<file path="src/rtl/jtag_tap_mchain.sv">
// jtag_tap_mchain
// IEEE 1149.1 TAP controller with a parametrised instruction register, NUM_CHAINS
// external data-register chains, internal IDCODE and BYPASS registers, and a
// registered TDO with output enable.
//
// Ports
//   tclk_i        test clock (state on rising edge, TDO/tdo_en on falling edge)
//   trst_i        asynchronous active-high reset
//   tms_i, tdi_i  test mode select / serial data in, sampled on rising tclk_i
//   chain_tdo_i   serial out of each external chain
//   chain_sel_o   one-hot select of the active external chain (0 for IDCODE/BYPASS)
//   capture_dr_o, shift_dr_o, update_dr_o
//                 DR strobes, active only when an external chain is selected
//   instr_o       current (updated) instruction
//   tap_state_o   current TAP state encoding
//   tdo_o, tdo_en_o
//                 serial data out and its enable
module jtag_tap_mchain #(
    parameter int          IR_W       = 4,
    parameter int          NUM_CHAINS = 3,
    parameter logic [31:0] IDCODE_VAL = 32'h1000_0001
) (
    input  logic                  tclk_i,
    input  logic                  trst_i,
    input  logic                  tms_i,
    input  logic                  tdi_i,
    input  logic [NUM_CHAINS-1:0] chain_tdo_i,
    output logic [NUM_CHAINS-1:0] chain_sel_o,
    output logic                  capture_dr_o,
    output logic                  shift_dr_o,
    output logic                  update_dr_o,
    output logic [IR_W-1:0]       instr_o,
    output logic [3:0]            tap_state_o,
    output logic                  tdo_o,
    output logic                  tdo_en_o
);

    // state  | meaning
    // TLR    | test-logic-reset, instruction forced to IDCODE
    // RTI    | run-test/idle
    // SEL_DR | select DR scan
    // CAP_DR | capture into selected DR
    // SH_DR  | shift selected DR
    // EX1_DR | exit1 DR
    // PA_DR  | pause DR
    // EX2_DR | exit2 DR
    // UPD_DR | update DR
    // SEL_IR | select IR scan
    // CAP_IR | capture 0..01 into IR shift register
    // SH_IR  | shift IR
    // EX1_IR | exit1 IR
    // PA_IR  | pause IR
    // EX2_IR | exit2 IR
    // UPD_IR | copy IR shift register into instruction
    typedef enum logic [3:0] {
        TLR    = 4'hF, RTI    = 4'hC, SEL_DR = 4'h7, CAP_DR = 4'h6,
        SH_DR  = 4'h2, EX1_DR = 4'h1, PA_DR  = 4'h3, EX2_DR = 4'h0,
        UPD_DR = 4'h5, SEL_IR = 4'h4, CAP_IR = 4'hE, SH_IR  = 4'hA,
        EX1_IR = 4'h9, PA_IR  = 4'hB, EX2_IR = 4'h8, UPD_IR = 4'hD
    } tap_state_t;

    localparam logic [IR_W-1:0] IDCODE_OP = IR_W'(NUM_CHAINS);
    localparam logic [IR_W-1:0] IR_CAPT   = {{(IR_W-1){1'b0}}, 1'b1};

    tap_state_t      state_q, state_d;
    logic [IR_W-1:0] ir_sr_q, ir_sr_d;
    logic [IR_W-1:0] instr_q, instr_d;
    logic            bypass_q, bypass_d;
    logic [31:0]     idcode_sr_q, idcode_sr_d;
    logic            tdo_q, tdo_d;
    logic            tdo_en_q, tdo_en_d;

    logic                  sel_ext;
    logic                  sel_idcode;
    logic [NUM_CHAINS-1:0] chain_sel;

    always_comb begin
        state_d = state_q;
        case (state_q)
            TLR:    state_d = tms_i ? TLR    : RTI;
            RTI:    state_d = tms_i ? SEL_DR : RTI;
            SEL_DR: state_d = tms_i ? SEL_IR : CAP_DR;
            CAP_DR: state_d = tms_i ? EX1_DR : SH_DR;
            SH_DR:  state_d = tms_i ? EX1_DR : SH_DR;
            EX1_DR: state_d = tms_i ? UPD_DR : PA_DR;
            PA_DR:  state_d = tms_i ? EX2_DR : PA_DR;
            EX2_DR: state_d = tms_i ? UPD_DR : SH_DR;
            UPD_DR: state_d = tms_i ? SEL_DR : RTI;
            SEL_IR: state_d = tms_i ? TLR    : CAP_IR;
            CAP_IR: state_d = tms_i ? EX1_IR : SH_IR;
            SH_IR:  state_d = tms_i ? EX1_IR : SH_IR;
            EX1_IR: state_d = tms_i ? UPD_IR : PA_IR;
            PA_IR:  state_d = tms_i ? EX2_IR : PA_IR;
            EX2_IR: state_d = tms_i ? UPD_IR : SH_IR;
            UPD_IR: state_d = tms_i ? SEL_DR : RTI;
        endcase
    end

    // Decode from the registered instruction only, so chain_sel cannot move
    // during a DR scan.
    always_comb begin
        chain_sel = '0;
        for (int k = 0; k < NUM_CHAINS; k++) begin
            chain_sel[k] = (instr_q == IR_W'(k));
        end
    end
    assign sel_ext    = |chain_sel;
    assign sel_idcode = (instr_q == IDCODE_OP);

    always_comb begin
        ir_sr_d     = ir_sr_q;
        instr_d     = instr_q;
        bypass_d    = bypass_q;
        idcode_sr_d = idcode_sr_q;

        if (state_q == CAP_IR) ir_sr_d = IR_CAPT;
        if (state_q == SH_IR)  ir_sr_d = {tdi_i, ir_sr_q[IR_W-1:1]};

        // Going into TLR takes priority; UPD_IR never leads to TLR anyway.
        if (state_d == TLR)          instr_d = IDCODE_OP;
        else if (state_q == UPD_IR)  instr_d = ir_sr_q;

        if (state_q == CAP_DR) begin
            bypass_d    = 1'b0;
            idcode_sr_d = IDCODE_VAL;
        end
        if (state_q == SH_DR) begin
            if (sel_idcode)    idcode_sr_d = {tdi_i, idcode_sr_q[31:1]};
            else if (!sel_ext) bypass_d    = tdi_i;
        end
    end

    always_comb begin
        tdo_d    = 1'b0;
        tdo_en_d = (state_q == SH_DR) || (state_q == SH_IR);
        if (state_q == SH_IR) begin
            tdo_d = ir_sr_q[0];
        end else if (state_q == SH_DR) begin
            if (sel_ext)         tdo_d = |(chain_tdo_i & chain_sel);
            else if (sel_idcode) tdo_d = idcode_sr_q[0];
            else                 tdo_d = bypass_q;
        end
    end

    always_ff @(posedge tclk_i or posedge trst_i) begin
        if (trst_i) begin
            state_q     <= TLR;
            ir_sr_q     <= '0;
            instr_q     <= IDCODE_OP;
            bypass_q    <= 1'b0;
            idcode_sr_q <= '0;
        end else begin
            state_q     <= state_d;
            ir_sr_q     <= ir_sr_d;
            instr_q     <= instr_d;
            bypass_q    <= bypass_d;
            idcode_sr_q <= idcode_sr_d;
        end
    end

    // Falling-edge launch gives the far-end device half a cycle of setup.
    always_ff @(negedge tclk_i or posedge trst_i) begin
        if (trst_i) begin
            tdo_q    <= 1'b0;
            tdo_en_q <= 1'b0;
        end else begin
            tdo_q    <= tdo_d;
            tdo_en_q <= tdo_en_d;
        end
    end

    assign chain_sel_o  = chain_sel;
    assign capture_dr_o = (state_q == CAP_DR) && sel_ext;
    assign shift_dr_o   = (state_q == SH_DR)  && sel_ext;
    assign update_dr_o  = (state_q == UPD_DR) && sel_ext;
    assign instr_o      = instr_q;
    assign tap_state_o  = state_q;
    assign tdo_o        = tdo_q;
    assign tdo_en_o     = tdo_en_q;

endmodule

</file>
<file path="config.mk">
export PLATFORM = sky130hd
export DESIGN_NAME = jtag_tap_mchain
export DESIGN_NICKNAME = d
export VERILOG_FILES = /design/src/rtl/jtag_tap_mchain.sv
export SDC_FILE = /design/constraint.sdc
export NUM_CORES = 1
export LEC_CHECK = 0
export ABC_CLOCK_PERIOD_IN_PS = 2600
export CORE_MARGIN = 5
export CORE_UTILIZATION = 30
export CTS_CLUSTER_DIAMETER = 200
export DETAILED_ROUTE_END_ITERATION = 12
export PLACE_DENSITY = 0.53
export SLEW_MARGIN = 20
export SYNTH_ARGS = -nofsm -noshare
export SYNTH_HDL_FRONTEND = slang
export SYNTH_SLANG_ARGS = --single-unit
</file>
<file path="constraint.sdc">
create_clock -name tclk_i -period 2.6 [get_ports tclk_i]
set_clock_uncertainty 0.15 [all_clocks]
set_input_delay 0.78 -clock tclk_i [delete_from_list [all_inputs] [get_ports tclk_i]]
set_output_delay 0.78 -clock tclk_i [all_outputs]
set_load 0.02 [all_outputs]
</file>
# After elaboration in Yosys (flattened, before gate mapping)
# Cells that the tools add are included.
# Widths: inputs -> output; s select.
# op_classes
n_eq_ne,19
n_mux,28
n_bitwise,1
n_reduce_logical,13
# ops
op,count
$mux 32,3
$pmux 4 s12,1
$eq 4x4->1 const B,9
$mux 4,5
$eq 4x2->1 const B,4
$eq 4x3->1 const B,4
$mux 2,6
$mux 3,4
$mux 1,9
$reduce_or 3->1,3
$eq 4x1->1 const B,2
$logic_not 4->1,2
$reduce_bool 2->1,2
$reduce_or 2->1,2
$and 3x3->3,1
$logic_and 1x1->1,3
$logic_or 1x1->1,1
# word_totals
ff_bits,47
input_bits,7
out_inout_bits,16
word_cells,68

# Depth between registers and ports, before layout
# depth
word_depth,6
mapped_depth,6
ltp_nobuf,3

==> flow_summary.toml <==
[worst_setup_path]
cp.arrival_ps = 2120
cp.required_ps = 1670
critPathMaxStageDelay_ps = 410
criticalPathCategory = "reg -> out"
worstPathCellList = "buf_6"
crit_fanout = 1
cpMaxStageDelayCell = "dfrtn_1"
worstSetupEndpointType = "output port"
startpoint_type = "register"
cp.depth = 1
cp_top_family = "flip-flops"
worst-path-buf-inv = 1
rr_worst_depth = 2

[yosys]
synthAdderAreaFrac_pct = 0
synth_top_family_by_area = "multiplexers"
ys_async_sr_fraction_pct = 100
ys_top_cells_by_area = "dfrtp_1 (44%), mux2i_1 (15%), nand2_1 (7.4%), dfstp_2 (7.1%), inv_1 (5.7%)"
netlist_area_um2 = 2240
muxShareOfSynthArea_pct = 17.2
synth_compound_area_share_pct = 6.44
ys_seq_area_share_pct = 52.9
ys_types = 37
yosysTopAreaCellShare_pct = 43.6
yosys.area_share.simple_pct = 14.4
synth-main-ff-cell = "dfrtp_1"
synth.most_common_cell = "nand2_1"
ys_seq_elements = 47
synth_commonest_cells = "nand2_1 (44), dfrtp_1 (39), inv_1 (34), mux2i_1 (34)"
ys_warn_count = 0
avgSynthCellArea_um2 = 10.1
synth_cells = 221
syn_nets = 228
synthXorXnorAreaFrac_pct = 0
synth_edf_count = 0
synth_top_cell_by_area = "dfrtp_1"

[sta]
finalWorstSetupSlack_ps = -448
rsz0062_at_grt = "true"
hold_ws_ps = 338
max_slew_margin_pct = 61.9
hold_violations = 0
maxSlewViolCount = 0
setup_violations = 3
finalSetupTns_ps = -1130
tightest_slew_ps = 571

[global_route]
grt.overflow.total = 0
grt_first_pass_wirelength_mm = 7.85
grt.total_usage_pct = 10.8
grt_max_degree = 46
grt_pass1_vias = 1655
grt_antenna_before_repair = 0

[die]
fp.dieArea_um2 = 9280
dieHeight_um = 96.3
num_rows = 31
start_util_pct = 30.8
core_region_area_um2 = 7250
die_w_um = 96.3
ios = 23

[clock_network]
clk_latency_ps = 290
cts.reportedPaths.clkPinSlew_ps = 80
holdBufCountCts = 0
cts_root_buf = "clkbuf_8"
cts_buffers = 5
cts_tree = "yes"
h-tree-depth = 2
postCtsSetupBuffers = 0
numClockSinks = 47
clk_path_buf_depth = 2

[power_and_ir_drop]
p_per_area_nw_per_um2 = 917
leakage_nw = 1.42
peakVddDrop_v = 0.000461
power_mw = 2.54

[cells_and_area]
design_area_um2 = 2770
fillCellCount = 725
instances_no_fill = 357
final_layout_size_suffix_gt1_share_pct = 20.2
final_core_util_pct = 38.2
antenna_cells = 0
nets = 264
areaGrowthSynthToFinish_pct = 23.8

[placement]
pre_cts_ws_ps = -867
dpl.hpwl_mm = 2.92
globalplace.congestion = 0.755
port_buffers = 22
placedInstanceArea_um2 = 2680
dp.cells = 349

[status]
violations = "negative setup slack"
status = "finished, violations left"

[detailed_routing]
wl_mm = 4.30
post-route-drc-count = 0
first_pass_iters = 4
vias = 1567
drt_iter0_drc = 60
post_drt_wl_per_cell_um = 12.0
antenna_left = 0
viasPerCell = 4.39

[job]
cap_violations = 0

[min_path]
min_delay_path_depth = 1
hp-class = "reg -> reg"
placed cells by master (no fill, tap or decap), types with 2 or more instances in the layout:
cell,count
o22a_1,2
inv_1,33
nor2_1,4
buf_4,19
nor3b_1,2
o21ai_0,9
dfstp_2,6
mux2i_1,34
dlymetal6s2s_1,3
nor3_1,2
dfrtp_1,39
nand2_1,44
buf_6,3
nand2b_1,4
clkdlybuf4s15_2,2
dfrtn_1,2
buf_2,5
clkdlybuf4s50_1,7
clkbuf_8,6
mux2_1,2
nor2b_1,2
layer usage:
| layer | part of all wire (%) | GRT usage [%] |
|---|---|---|
| met1 | 50 | 14.1 |
| met3 | 3.7 | 3.28 |
| met4 | 1.2 | 3.15 |
| met5 | 0 | 0 |
| met2 | 45 | 17.3 |
where the power goes:
part	total [mW]	leakage (nW)	internal [mW]	switching, mW
clock network	0.448	0.0459	0.213	0.235
logic	1.10	0.756	0.522	0.579
registers	0.988	0.621	0.893	0.0945
total	2.54	1.42	1.63	0.908
flip-flops by register name, summed over array words and instances, names as in the netlist:
signal,flops
idcode_sr_q,32
instr_o,4
ir_sr_q,4
tap_state_o,4
bypass_q,1
tdo_en_o,1
tdo_o,1
repair_timing:
item	4_1_cts	5_1_grt
endpoints found under the setup margin	10	10
pin swaps	2	1
endpoints found under the hold margin	0	0
gates resized for setup	48	8
cells by family after synthesis:
logic type      Yosys count
simple gates             68
flops                    47
buf+inv                  47
mux                      37
compound gates           22
cell type report:
type | instances | area, um2 | area share [%]
Sequential cell | 47 | 1180 | 42.8
Multi-Input combinational cell | 127 | 873 | 31.6
Clock buffer | 7 | 86.3 | 3.12
Inverter | 34 | 131 | 4.75
Tap cell | 99 | 124 | 4.48
Timing Repair Buffer | 42 | 365 | 13.2
Clock inverter | 1 | 3.75 | 0.136
worst paths after layout:
path / from / endpoint / slack, ps
max reg2reg: instr_o[0]$_DFFE_PP1P_ / tdo_o$_DFF_NP0_ / -230
max in group asynchronous: trst_i / tdo_en_o$_DFF_NP0_ / 410
min in group asynchronous: trst_i / idcode_sr_q[11]$_DFF_PP0_ / 920
min reg2reg: idcode_sr_q[29]$_DFF_PP0_ / idcode_sr_q[28]$_DFF_PP0_ / 340
max: tdo_en_o$_DFF_NP0_ / tdo_en_o / -450
min: idcode_sr_q[29]$_DFF_PP0_ / idcode_sr_q[28]$_DFF_PP0_ / 340
(Power assumes the default switching activity.)
